$ cat src/rtl/pix_pkg.sv
// Shared definitions for the sub-pixel delay path: geometry, pixel type and
// the gather-stage FSM encoding.
package pix_pkg;

  localparam int DW    = 14;
  localparam int L     = 4;
  localparam int CNT_W = 10;

  localparam logic [CNT_W-1:0] CNT_MAX = '1;

  typedef logic [DW-1:0] pix_t;

  typedef enum logic [1:0] {
    PG_IDLE   = 2'd0,
    PG_ACTIVE = 2'd1,
    PG_FLUSH  = 2'd2
  } pg_state_t;

  function automatic logic [CNT_W-1:0] cnt_sat_inc(input logic [CNT_W-1:0] c);
    return (c == CNT_MAX) ? c : c + 1'b1;
  endfunction

endpackage

$ cat src/rtl/pix_lane_gather.sv
// Gathers a serial pixel stream into 4-lane beats, edge-pads the last beat of
// each line and appends one flush beat so lane 3 always has a next neighbour.
module pix_lane_gather
  import pix_pkg::*;
(
  input  logic             clk,
  input  logic             reset,
  input  pix_t             pix_in,
  input  logic             pix_in_v,
  input  logic             pix_in_sol,
  input  logic             pix_in_eol,
  input  logic [7:0]       cfg_fract_steps,
  input  logic             cfg_shift_dir,
  input  logic             err_clr,
  output pix_t             sample_out0,
  output pix_t             sample_out1,
  output pix_t             sample_out2,
  output pix_t             sample_out3,
  output logic             sample_out_v,
  output logic             sample_out_last,
  output logic [CNT_W-1:0] clk_cnt,
  output logic [7:0]       fract_steps,
  output logic             shift_dir,
  output logic             err_sync,
  output logic             err_ovf,
  output pg_state_t        dbg_state
);

  // Handshake: pix_in_v is a valid-only strobe with no ready; every cycle with
  // pix_in_v=1 is consumed (stored or dropped with err_sync), and sample_out_v
  // is a one-cycle pulse per beat that the consumer must take.

  pg_state_t        state;
  logic [1:0]       ptr;
  pix_t             slot_q [L];
  pix_t             last_pix;
  logic [CNT_W-1:0] cnt;
  logic [7:0]       pend_fract;
  logic             pend_dir;
  logic             solo_q;

  logic             take;
  logic             sync_err;
  logic [1:0]       eff_ptr;
  logic [CNT_W-1:0] eff_cnt;
  logic             pix_done;
  logic             flush_now;
  logic             emit_pix;
  logic             emit;
  logic [CNT_W-1:0] base_cnt;
  logic [CNT_W-1:0] cnt_inc;
  logic             load_cfg;
  logic             ovf_hit;
  pix_t             beat [L];

  assign dbg_state = state;

  always_comb begin
    flush_now = (state == PG_FLUSH);
    // A single-pixel line arriving in the flush cycle cannot share that beat
    // slot; its data beat goes out one cycle later (solo_q) and pixels in that
    // slot are framing errors.
    take      = pix_in_v && !solo_q && (pix_in_sol || state == PG_ACTIVE);
    sync_err  = pix_in_v && (solo_q || (pix_in_sol == (state == PG_ACTIVE)));
    eff_ptr   = pix_in_sol ? 2'd0 : ptr;
    eff_cnt   = pix_in_sol ? '0 : cnt;
    pix_done  = take && (eff_ptr == 2'd3 || pix_in_eol);
    emit_pix  = pix_done && !flush_now;
    emit      = emit_pix || flush_now || solo_q;
    base_cnt  = emit_pix ? eff_cnt : cnt;
    cnt_inc   = cnt_sat_inc(base_cnt);
    load_cfg  = emit && (base_cnt == '0);
    ovf_hit   = emit && (base_cnt == CNT_MAX);
    for (int i = 0; i < L; i++) begin
      if (emit_pix)
        beat[i] = (2'(i) >= eff_ptr) ? pix_in : slot_q[i];
      else
        beat[i] = last_pix;
    end
  end

  always_ff @(posedge clk or negedge reset) begin
    if (!reset) begin
      state           <= PG_IDLE;
      ptr             <= '0;
      for (int i = 0; i < L; i++) slot_q[i] <= '0;
      last_pix        <= '0;
      cnt             <= '0;
      pend_fract      <= '0;
      pend_dir        <= 1'b0;
      solo_q          <= 1'b0;
      sample_out0     <= '0;
      sample_out1     <= '0;
      sample_out2     <= '0;
      sample_out3     <= '0;
      sample_out_v    <= 1'b0;
      sample_out_last <= 1'b0;
      clk_cnt         <= '0;
      fract_steps     <= '0;
      shift_dir       <= 1'b0;
      err_sync        <= 1'b0;
      err_ovf         <= 1'b0;
    end else begin
      if (take) begin
        slot_q[eff_ptr] <= pix_in;
        last_pix        <= pix_in;
        ptr             <= pix_done ? 2'd0 : eff_ptr + 2'd1;
        if (pix_in_sol) begin
          pend_fract <= cfg_fract_steps;
          pend_dir   <= cfg_shift_dir;
        end
      end

      if (emit_pix || solo_q)
        cnt <= cnt_inc;
      else if (flush_now || (take && pix_in_sol))
        cnt <= '0;

      case (state)
        PG_IDLE:
          if (take) state <= pix_in_eol ? PG_FLUSH : PG_ACTIVE;
        PG_ACTIVE:
          if (solo_q) begin
            state  <= PG_FLUSH;
            solo_q <= 1'b0;
          end else if (take && pix_in_eol) begin
            state <= PG_FLUSH;
          end
        PG_FLUSH:
          if (take) begin
            state  <= PG_ACTIVE;
            solo_q <= pix_done;
          end else begin
            state <= PG_IDLE;
          end
        default: state <= PG_IDLE;
      endcase

      sample_out_v    <= emit;
      sample_out_last <= flush_now;
      if (emit) begin
        sample_out0 <= beat[0];
        sample_out1 <= beat[1];
        sample_out2 <= beat[2];
        sample_out3 <= beat[3];
        clk_cnt     <= cnt_inc;
      end
      // Beat 1 of a line latches the line config; a sol pixel that also ends
      // its first beat has not reached the pending registers yet.
      if (load_cfg) begin
        fract_steps <= (take && pix_in_sol) ? cfg_fract_steps : pend_fract;
        shift_dir   <= (take && pix_in_sol) ? cfg_shift_dir : pend_dir;
      end

      err_sync <= sync_err | (err_sync & ~err_clr);
      err_ovf  <= ovf_hit | (err_ovf & ~err_clr);
    end
  end

endmodule

$ cat config.mk
export PLATFORM = sky130hd
export DESIGN_NAME = pix_lane_gather
export DESIGN_NICKNAME = d
export VERILOG_FILES = /design/src/rtl/pix_pkg.sv /design/src/rtl/pix_lane_gather.sv
export SDC_FILE = /design/constraint.sdc
export NUM_CORES = 1
export LEC_CHECK = 0
export BUFFER_PORTS_ARGS = -buffer_cell sky130_fd_sc_hd__buf_2
export CELL_PAD_IN_SITES_DETAIL_PLACEMENT = 1
export CELL_PAD_IN_SITES_GLOBAL_PLACEMENT = 1
export CORE_MARGIN = 4
export CORE_UTILIZATION = 24
export CTS_CLUSTER_DIAMETER = 150
export DETAILED_ROUTE_END_ITERATION = 6
export HOLD_SLACK_MARGIN = 0.02
export PLACE_DENSITY_LB_ADDON = 0.1
export RECOVER_POWER = 50
export SYNTH_ARGS = -nofsm -noshare
export SYNTH_HDL_FRONTEND = slang
export SYNTH_SLANG_ARGS = --single-unit
$ cat constraint.sdc
create_clock -name clk -period 6.56 [get_ports clk]
set_input_delay 0.984 -clock clk [delete_from_list [all_inputs] [get_ports clk]]
set_output_delay 0.984 -clock clk [all_outputs]
set_load 0.02 [all_outputs]
* Word-level counts from Yosys, hierarchy flattened
Cells that the tools add are included.
** Word-level totals
- Flip-flop bits (word level) :: 173
- Input port bits :: 29
- Logic and storage cells :: 98
** Operators by class
- Add/subtract/negate cells :: 2
- Magnitude comparators :: 6
- Equality and inequality tests :: 8
- Multiplexer cells :: 28
- Bitwise operators :: 6
- Reductions and logical operators :: 26
** Operators by type and width (number)
- 2-to-1 mux 14 bit :: 9
- bitwise mux 56 bit :: 1
- 2-to-1 mux 10 bit :: 5
- demux 14 bit (select 2 bit) :: 1
- 2-to-1 mux 2 bit :: 6
- adder 10 x 1 -> 10 bit (second input constant) :: 1
- equality test 10 bit (second input constant) :: 1
- logical AND 1 bit :: 10
- zero test 10 bit :: 1
- 2-to-1 mux 8 bit :: 1
- logical OR 1 bit :: 7
- one-hot mux 2 bit (3 select lines) :: 1
- AND reduction 2 bit :: 3
- equality test 2 bit (second input constant) :: 2
- >= comparator 1 x 2 -> 1 bit (first input constant) :: 2
- >= comparator 2 bit (first input constant) :: 2
- inequality test 2 bit (second input constant) :: 2
- nonzero test 2 bit :: 2
- >= comparator 3 bit (second input constant) :: 1
- less-than comparator 3 x 1 -> 1 bit (second input constant) :: 1
- 2-to-1 mux 1 bit :: 3
- inequality test 3 x 2 -> 1 bit (second input constant) :: 1
- inverter 2 -> 3 bit :: 1
- adder 2 x 1 -> 2 bit (second input constant) :: 1
- 8 further kinds :: 11

* Logic depth before layout (Yosys ltp)
Gate-level depths: netlist of run 1.
- Depth in word-level cells :: 9
- Mapped depth :: 13
- Depth with buffers taken out :: 11

* Worst setup path before layout of run 1
Ideal clock, no wire load.
- Path type :: in2reg
- Start :: input pix_in_sol
- End :: register fract_steps[0]
- Library setup time :: 0.125 ns
- Arrival :: 3.548 ns
- Data required time :: 6.435 ns
- Slack :: 2.888 ns
- Stages on the path :: 13
- Path buffers :: 4
- Path through :: nor2b_1 -> clkbuf_1 -> clkbuf_1 -> ha_1 -> buf_2 -> o21ba_2 -> nand3_1 -> clkbuf_1 -> nand2_1 -> ha_1 -> inv_1 -> a211oi_4 -> mux2_2
** On the way
- Word-level cells in the longest chain between the ends :: 8
- Elaborated cells between the ends (all ways) :: 15
** RTL lines
- from (decl) :: line pix_lane_gather.sv:10 : input logic pix_in_sol,
- 2-to-1 mux 2 bit :: line pix_lane_gather.sv:65 : eff_ptr = pix_in_sol ? 2'd0 : ptr;
- equality test 2 bit :: line pix_lane_gather.sv:67 : pix_done = take && (eff_ptr == 2'd3 || pix_in_eol);
- logical OR 1 bit :: line pix_lane_gather.sv:67
- logical AND 1 bit :: line pix_lane_gather.sv:67
- logical AND 1 bit :: line pix_lane_gather.sv:68 : emit_pix = pix_done && !flush_now;
- 2-to-1 mux 10 bit / logical OR 1 bit (equally long branches) :: line pix_lane_gather.sv:70, pix_lane_gather.sv:69
- zero test 10 bit / logical OR 1 bit (equally long branches) :: line pix_lane_gather.sv:72, pix_lane_gather.sv:69
- logical AND 1 bit :: line pix_lane_gather.sv:72 : load_cfg = emit && (base_cnt == '0);
- to (signal assigned) :: line pix_lane_gather.sv:151 : fract_steps <= (take && pix_in_sol) ? cfg_fract_steps : pend_fract;
- to (decl) :: line pix_lane_gather.sv:22 : output logic [7:0] fract_steps,
Several ways; a longest one is shown, not always the timed one.
A chain may end at the register's enable or synchronous reset.

* Worst setup path after layout of run 1
- Start :: input pix_in_sol
- End :: register sample_out3[0]
** On the way
- Word-level cells in the longest chain between the ends :: 7
- Elaborated cells between the ends (all ways) :: 12
** RTL lines
- 2-to-1 mux 2 bit :: line pix_lane_gather.sv:65
- equality test 2 bit :: line pix_lane_gather.sv:67
- logical OR 1 bit :: line pix_lane_gather.sv:67
- logical AND 1 bit :: line pix_lane_gather.sv:67
- logical AND 1 bit :: line pix_lane_gather.sv:68
- logical OR 1 bit (2 in series) :: line pix_lane_gather.sv:69 : emit = emit_pix || flush_now || solo_q;
- to (signal assigned) :: line pix_lane_gather.sv:145 : sample_out3 <= beat[3];
- to (decl) :: line pix_lane_gather.sv:18 : output pix_t sample_out3,
Several ways; a longest one is shown, not always the timed one.

==> results of run 1 <==
state kept, by name, indices dropped and copies added (netlist names):
name / cells
sample_out_v: 1
err_sync: 1
sample_out_last: 1
fract_steps: 8
last_pix: 14
clk_cnt: 10
solo_q: 1
ptr: 2
sample_out3: 14
sample_out1: 14
shift_dir: 1
err_ovf: 1
pend_fract: 8
slot_q: 42
sample_out0: 14
sample_out2: 14
cnt: 10
dbg_state: 2
pend_dir: 1
cell families after synthesis:
logic type,after synthesis
buf+inv,55
flops,159
mux,105
compound gates,121
fa+ha+maj,6
simple gates,165
cells in the final DEF (no fill, tap or decap), drive strengths merged, types with 2 or more instances in the layout:
master,Yosys,layout
nand3,5,5
clkinv,0,4
nand4,4,4
a31oi,8,8
o22ai,50,50
nor4,2,2
o41ai,4,4
a22oi,8,8
mux2,97,97
nand2b,3,3
a211oi,3,3
o31ai,2,2
ha,6,6
a21oi,10,10
a22o,3,3
o211ai,5,5
inv,13,20
nand2,60,60
and3,3,3
nor2,74,74
dfrtp,159,159
clkbuf,28,101
mux2i,8,8
and2,3,3
o21ai,18,18
bufinv,0,2
buf,14,32
nor3,4,4
power by group through the flow:
stage / combinational, uW / clock (uW) / sequential (uW)
global route: 1540 / 1100 / 1690
CTS: 1490 / 1060 / 1640
finish: 1380 / 1020 / 1640
floorplan: 713 / 0 / 1850
detailed placement: 1480 / 0 / 1650
global placement: 1450 / 0 / 1630
cells in the mapped netlist (all sizes together) (4+ instances only):
cell,n
a21oi,10
nand2,60
ha,6
nand3,5
a22oi,8
mux2i,8
nor2,74
nand4,4
buf,14
clkbuf,28
mux2,97
o41ai,4
a31oi,8
o211ai,5
dfrtp,159
inv,13
o21ai,18
nor3,4
o22ai,50
critical path: stages:
cell and delay (ps):
clkbuf_1 110, nor2b_2 110, buf_4 290, ha_1 830, or2_0 580, a211oi_4 110
buf_4 260, inv_2 230, buf_4 570, o22ai_1 150, nor2_1 130
worst max-delay path by stage:
| stage | endpoint | slack (ps) | from |
|---|---|---|---|
| global route | sample_out3[0]$_DFFE_PN0P_ | 2140 | pix_in_sol |
| finish | sample_out3[0]$_DFFE_PN0P_ | 2500 | pix_in_sol |
| global placement | sample_out0[11]$_DFFE_PN0P_ | 2060 | pix_in_sol |
| detailed placement | sample_out3[0]$_DFFE_PN0P_ | 1940 | pix_in_sol |
| floorplan | fract_steps[0]$_DFFE_PN0P_ | 2890 | pix_in_sol |
| CTS | sample_out3[0]$_DFFE_PN0P_ | 2380 | pix_in_sol |
layout make-up:
cell class	instances	area [sq um]
repair buffers	115	492
fillers	3250	20300
flip-flops and latches	159	3980
well taps	384	480
multi-input cells	397	2780
clock inverters	14	155
clock buffers	18	439
inverters	13	48.8
routing by layer:
| metal | up-vias | global-route usage | wire (um) |
|---|---|---|---|
| met4 | 0 | 0.0374 | 229 |
| li1 | 2373 | - | - |
| met3 | 14 | 0.0263 | 637 |
| met2 | 94 | 0.231 | 10300 |
| met1 | 2707 | 0.188 | 10000 |
| met5 | - | 0 | 0 |
metrics by stage:
step	instance area, sq um	std cells	worst slack, ps	power [uW]	util
final	8380	1100	2500	4030	0.292
after CTS	8480	1100	2380	4180	0.296
after global routing	8380	1100	2140	4330	0.292
after detailed placement	7890	1068	1940	3130	0.275
after floorplan	6980	611	2890	2560	-
after global placement	7890	1068	2060	3080	0.275
==> metrics, run 1 <==
post-synthesis cell count 611; Hold WS 484 ps; num rows 62; Hold Path Origin last_pix[2]$_DFFE_PN0P_; Vias 5188; Synth Area in Compound Gates 0.118; Detail Placement HPWL 14100 um; Final Setup Violations 0; RSZ-0062 raised after global routing false; Initial Utilization 0.243; Tmin final 4060 ps; Max Cap Viol 1; EDFF count, synth 0; max_slew headroom -0.302; Synth Register Bits 159; Vias/cell 4.72; # H-tree levels 4; worst min path class register to register; fmax 247 MHz; flop-to-flop setup slack 2810 ps; DRT iter0 DRCs 221; core area 0.0287 sq mm; Clock transition at path regs 70 ps; Clock Power Share 0.253; WL final 21300 um; vias in the first global route 5603; iteration count of the initial detailed-routing pass 4; total CTS buffers 17; largest net degree at the start of global routing 86; Residual DRC 0; largest cells by area after synthesis dfrtp_1, mux2_2, o22ai_1, nor2_1, nand2_1; Post-DRT Antenna Nets 0; Crit Path Class input pin to register; Yosys warnings 0; fin nets 738; Gate power share 0.342; final hold viol count 0; post-synthesis mux area share 0.168; final max-slew violation count 76; Clock Sinks 159; Post-Synth Adder-Cell Area 0.0108; Layout area overhead 20.1%; critical path arrival 4410 ps; syn avg cell area 11.4 sq um; end of the worst hold path last_pix[2]$_DFFE_PN0P_; R2R depth 10; outcome complete, but fails checks; Routed WL per cell 19.3 um; Worst Path Max Fanout 47; CTS tree built; Horiz. Die Dim 178 um; xor and xnor fraction of the mapped netlist area 0; Cell Area, Synth 0.00698 sq mm; RR Startpoint ptr[1]$_DFFE_PN0P_; final setup skew 13.5 ps; post-synth cell types 50; peak supply drop 0.000169 V; CTS root buf clkbuf_16; crit path capture type register; syn_nets 646; reg-to-reg endpoint sample_out3[0]$_DFFE_PN0P_; largest family of logic cells by synthesized area multiplexers; Die Ht 178 um; Pleak 0.00352 uW; Pint 2460 uW; Switching Power 1580 uW; Worst-Margin Slew 1950 ps; initial antenna violation count 0; PostCTS Resize Cnt 0; startpoint types input pin; share of layout cells above drive strength 1 0.221; post-CTS setup buffers 0; top-area cell type share of the netlist area 0.570; GRT overflow 0; hold path depth 2; post-synthesis sequential area ratio 0.570; # diodes 0; Sum Neg Setup Slack 0 ps; Synth area leader dfrtp_1; Flop pwr share 0.405; Total GRT Usage 0.139; Sw Ratio 0.391; Critical Path RT 6910 ps; first-pass GRT wire length 34100 um; num ports 110; Top FF cell, synth dfrtp_1; I/O Buffers 109; Final Cycle Share 0.618; clk buf depth 2; worst skew pair latency 430 ps; DIE AREA 0.0319 sq mm; failing checks max-capacitance violations, max-slew violations; PwrDens 482 mW/mm^2; post-synthesis simple-gate area fraction 0.100; Post-synth ARST share 1.00; Hold Buf Count CTS 0; Final GP Congestion 0.793
(Power assumes the default switching activity.)
==> run 2, diff against run 1 <==
==> constraint.sdc (replaced) <==
create_clock -name clk -period 4.1 [get_ports clk]
set_input_delay 0.615 -clock clk [delete_from_list [all_inputs] [get_ports clk]]
set_output_delay 0.615 -clock clk [all_outputs]
set_load 0.02 [all_outputs]
==> metrics, run 2 (synthesis results as in run 1) <==
core area 0.0287 sq mm; DRT iter0 DRCs 218; setup slack at placement 753 ps; GRT overflow 0; Final Cycle Share 0.743; hold path depth 2; worst stage delay on the critical path 740 ps; total power 6490 uW; fin nets 745; post-CTS setup buffers 0; Critical Path, Cell by Cell nor2b_2 -> buf_4 -> inv_1 -> ha_1 -> buf_4 -> and2_1 -> mux2_2; Worst Path Max Fanout 16; Layout area overhead 21.6%; Hold Buf Count CTS 0; Clock transition at path regs 70 ps; # diodes 0; final max-slew violation count 113; Post-DRT Antenna Nets 0; RSZ-0062 raised after global routing false; startpoint types register; max_slew headroom -0.971; iteration count of the initial detailed-routing pass 4; CTS root buf clkbuf_16; Hold WS 375 ps; R2R depth 7; most frequent cells in the layout dfrtp_1, mux2_2, nor2_1, buf_2, nand2_1; I/O Buffers 109; Clock Sinks 159; Total GRT Usage 0.138; Detail Placement HPWL 14300 um; Sum Neg Setup Slack 0 ps; Design Area, Final 0.00848 sq mm; FILL cells 3239; clk buf depth 2; Max Cap Viol 1; initial antenna violation count 0; # H-tree levels 4; Tmin final 3050 ps; worst skew pair latency 440 ps; Vias/cell 4.70; total CTS buffers 17; CTS tree built; M1 WL 10100 um; Horiz. Die Dim 178 um; failing checks max-capacitance violations, max-slew violations; worst min path class input pin to register; Routed WL per cell 19.3 um; CP max-delay cell and2_1; Crit Path Class register to register; Most flops, register slot_q; PwrDens 765 mW/mm^2; CP most frequent cell buf_4; Residual DRC 0; num rows 62; final hold viol count 0; WL final 21400 um; share of layout cells above drive strength 1 0.290; peak supply drop 0.000270 V; DIE AREA 0.0319 sq mm; PostCTS Resize Cnt 0; crit path capture type register; max FFs per register 42; uppermost layer routed met4; outcome complete, but fails checks; first-pass GRT wire length 34100 um; vias in the first global route 5836; Vias 5208; Final Setup Violations 0; Critical Path RT 4420 ps; Final WS setup 1050 ps; Initial Utilization 0.243; Pleak 0.00366 uW; most common cell after layout, fill and taps aside dfrtp_1; met3 WL 619 um; final setup skew 14.4 ps; Final GP Congestion 0.736; metal2 WL 10400 um; critical path arrival 3360 ps; fmax 328 MHz; largest net degree at the start of global routing 113; Worst-Margin Slew 2960 ps; num ports 110; Area after DPL 0.00795 sq mm; Die Ht 178 um
## run 2: cell types whose count changed in the layout (fill, tap and decap cells not counted), sizes merged
| cell | change |
|---|---|
| inv | +1 |
| bufinv | -2 |
| buf | +46 |
| clkinv | +2 |
| clkbuf | -40 |
## run 2: power by group
group / internal (uW) / switching, uW / total [uW]
Combinational: 857 / 1430 / 2280
Clock: 819 / 769 / 1590
Sequential: 2210 / 404 / 2620
Total: 3890 / 2600 / 6490
## run 2: cell type report
type | instances | area [sq um] | share of cell area
multi-input cells | 397 | 2780 | 0.328
flip-flops and latches | 159 | 3980 | 0.469
well taps | 384 | 480 | 0.0566
clock buffers | 17 | 425 | 0.0501
repair buffers | 122 | 601 | 0.0708
clock inverters | 15 | 165 | 0.0195
inverters | 13 | 48.8 | 0.00575
## run 2: stage by stage
| stage | instances | util |
|---|---|---|
| after detailed placement | 1075 | 0.277 |
| after CTS | 1107 | 0.298 |
| after global routing | 1107 | 0.296 |
| after floorplan | 611 | - |
| after global placement | 1075 | 0.277 |
| final | 1107 | 0.296 |
## run 2: final timing paths
path / startpoint / endpoint / slack [ps]
min in group asynchronous: reset / pend_dir$_DFFE_PN0P_ / 1130
worst min register to register: clk_cnt[4]$_DFFE_PN0P_ / clk_cnt[4]$_DFFE_PN0P_ / 480
worst max-delay path: ptr[1]$_DFFE_PN0P_ / slot_q[47]$_DFFE_PN0P_ / 1050
worst min-delay path: err_clr / err_sync$_DFF_PN0_ / 370
worst max register to register: ptr[1]$_DFFE_PN0P_ / slot_q[47]$_DFFE_PN0P_ / 1050
max in group asynchronous: reset / sample_out1[13]$_DFFE_PN0P_ / 1120
## run 2: layer usage
metal | vias to the layer above | global-route usage
met5 | - | 0
met4 | 0 | 0.0393
met3 | 20 | 0.0282
met1 | 2715 | 0.184
li1 | 2385 | -
met2 | 88 | 0.229
## run 2: critical path, delay by kind of cell, from the launching register on
family                     cells  cell delay, ps
buffers and inverters          3             650
DFF                            1             390
and+or+nand+nor                2             910
muxes                          1             420
adders and majority gates      1             550
==> run 3, diff against run 2 <==
==> constraint.sdc (replaced) <==
create_clock -name clk -period 3.2 [get_ports clk]
set_input_delay 0.48 -clock clk [delete_from_list [all_inputs] [get_ports clk]]
set_output_delay 0.48 -clock clk [all_outputs]
set_load 0.02 [all_outputs]
==> metrics, run 3 (synthesis results as in run 1) <==
Clock Power Share 0.247; Clock Sinks 159; initial antenna violation count 1; final hold viol count 0; reg-to-reg endpoint fract_steps[0]$_DFFE_PN0P_; DRT iter0 DRCs 157; Critical path buffers and inverters 1; RR Startpoint dbg_state[1]$_DFFE_PN0P_; end of the worst hold path err_sync$_DFF_PN0_; RSZ-0062 raised after global routing false; Clock transition at path regs 70 ps; share of layout cells above drive strength 1 0.303; Tmin final 2810 ps; I/O Buffers 109; Post-DRT Antenna Nets 0; total CTS buffers 17; Crit Path Class register to register; core area 0.0287 sq mm; max FFs per register 42; num ports 110; Final WS setup 387 ps; num rows 62; Vias 5213; DIE AREA 0.0319 sq mm; GRT overflow 0; startpoint types register; most frequent cells in the layout dfrtp_1, mux2_2, nor2_1, buf_2, nand2_1; Pleak 0.00371 uW; CP most frequent cell ha_1; Critical Path, Cell by Cell nand2b_1 -> ha_1 -> o21ba_2 -> nand3_1 -> nand2_1 -> ha_1 -> inv_1 -> a211oi_4 -> mux2_2; most common cell after layout, fill and taps aside dfrtp_1; Layout area overhead 22.7%; clk buf depth 2; Final GP Congestion 0.783; CTS tree built; R2R depth 9; Max Cap Viol 0; final setup skew 11.6 ps; Worst-Margin Slew 1160 ps; family with the most delay on the worst path compound AO/OA/AOI/OAI gates; Gate power share 0.354; critical path arrival 3120 ps; fin nets 755; final max-slew violation count 0; Hold Path Origin err_clr; final core utilization 0.298; Horiz. Die Dim 178 um; largest net degree at the start of global routing 71; crit path capture type register; first-pass GRT wire length 34100 um; iteration count of the initial detailed-routing pass 4; max_slew headroom 0.224; peak supply drop 0.000301 V; Residual DRC 0; worst skew pair latency 430 ps; Initial Utilization 0.243; Sw Ratio 0.395; Worst Path Max Fanout 9; Switching Power 3310 uW; Vias/cell 4.67; worst stage delay on the critical path 480 ps; CP max-delay cell a211oi_4; Final Setup Violations 0; Total GRT Usage 0.140; Most flops, register slot_q; PwrDens 980 mW/mm^2; WL final 21500 um; Die Ht 178 um; Pint 5080 uW; # H-tree levels 4; vias in the first global route 5804; setup slack at placement 106 ps; flop-to-flop setup slack 390 ps; # diodes 0; Detail Placement HPWL 14600 um; Routed WL per cell 19.3 um; Final Cycle Share 0.879; Critical Path RT 3510 ps; worst min path class input pin to register; outcome finished clean; CTS root buf clkbuf_16; fmax 355 MHz; hold path depth 2; Sum Neg Setup Slack 0 ps; Flop pwr share 0.399
==> run 3: per-layer routing <==
| layer | share of wire | global-route usage |
|---|---|---|
| met1 | 0.46 | 0.179 |
| met2 | 0.50 | 0.242 |
| met3 | 0.032 | 0.0314 |
| met4 | 0.0072 | 0.0297 |
| met5 | 0.00060 | 0 |
==> run 3: area by class of cell <==
cell class / count / area, sq um
Fill cell: 3261 / 20100
Sequential cell: 159 / 3980
Multi-Input combinational cell: 397 / 2780
Timing Repair Buffer: 132 / 679
Tap cell: 384 / 480
Clock buffer: 17 / 425
Clock inverter: 15 / 166
Inverter: 13 / 48.8
==> run 3: worst max-delay path by stage <==
stage                                   from                         end  slack (ps)  cells after the start
detailed placement                pix_in_sol  sample_out0[4]$_DFFE_PN0P_         110                     12
floorplan                         pix_in_sol  fract_steps[0]$_DFFE_PN0P_          30                     13
global route        dbg_state[1]$_DFFE_PN0P_  fract_steps[0]$_DFFE_PN0P_         150                      9
finish              dbg_state[1]$_DFFE_PN0P_  fract_steps[0]$_DFFE_PN0P_         390                      9
global placement                  pix_in_sol  fract_steps[4]$_DFFE_PN0P_         290                     12
CTS                 dbg_state[1]$_DFFE_PN0P_  fract_steps[0]$_DFFE_PN0P_         330                      9
==> run 3: stage by stage <==
stage | hold WS, ps | power (uW) | instances | instance area [sq um]
CTS | 224 | 8600 | 1117 | 8640
floorplan | 184 | 5250 | 611 | 6980
detailed placement | 451 | 6470 | 1084 | 8030
global placement | 444 | 6380 | 1084 | 8030
finish | 242 | 8390 | 1117 | 8560
global route | 232 | 8960 | 1117 | 8560
==> run 3: what timing repair did <==
action                                 in CTS  in global routing
hold buffers                                1                  0
buffers inserted                            0                  0
endpoints found under the hold margin      41                  0
gates resized for setup                     0                  0
==> run 3: power groups by stage <==
| stage | Combinational, uW | Sequential, uW | Clock (uW) |
|---|---|---|---|
| floorplan | 1460 | 3780 | 0 |
| detailed placement | 3100 | 3380 | 0 |
| CTS | 3110 | 3350 | 2140 |
| finish | 2970 | 3340 | 2080 |
| global route | 3280 | 3450 | 2230 |
| global placement | 3030 | 3360 | 0 |
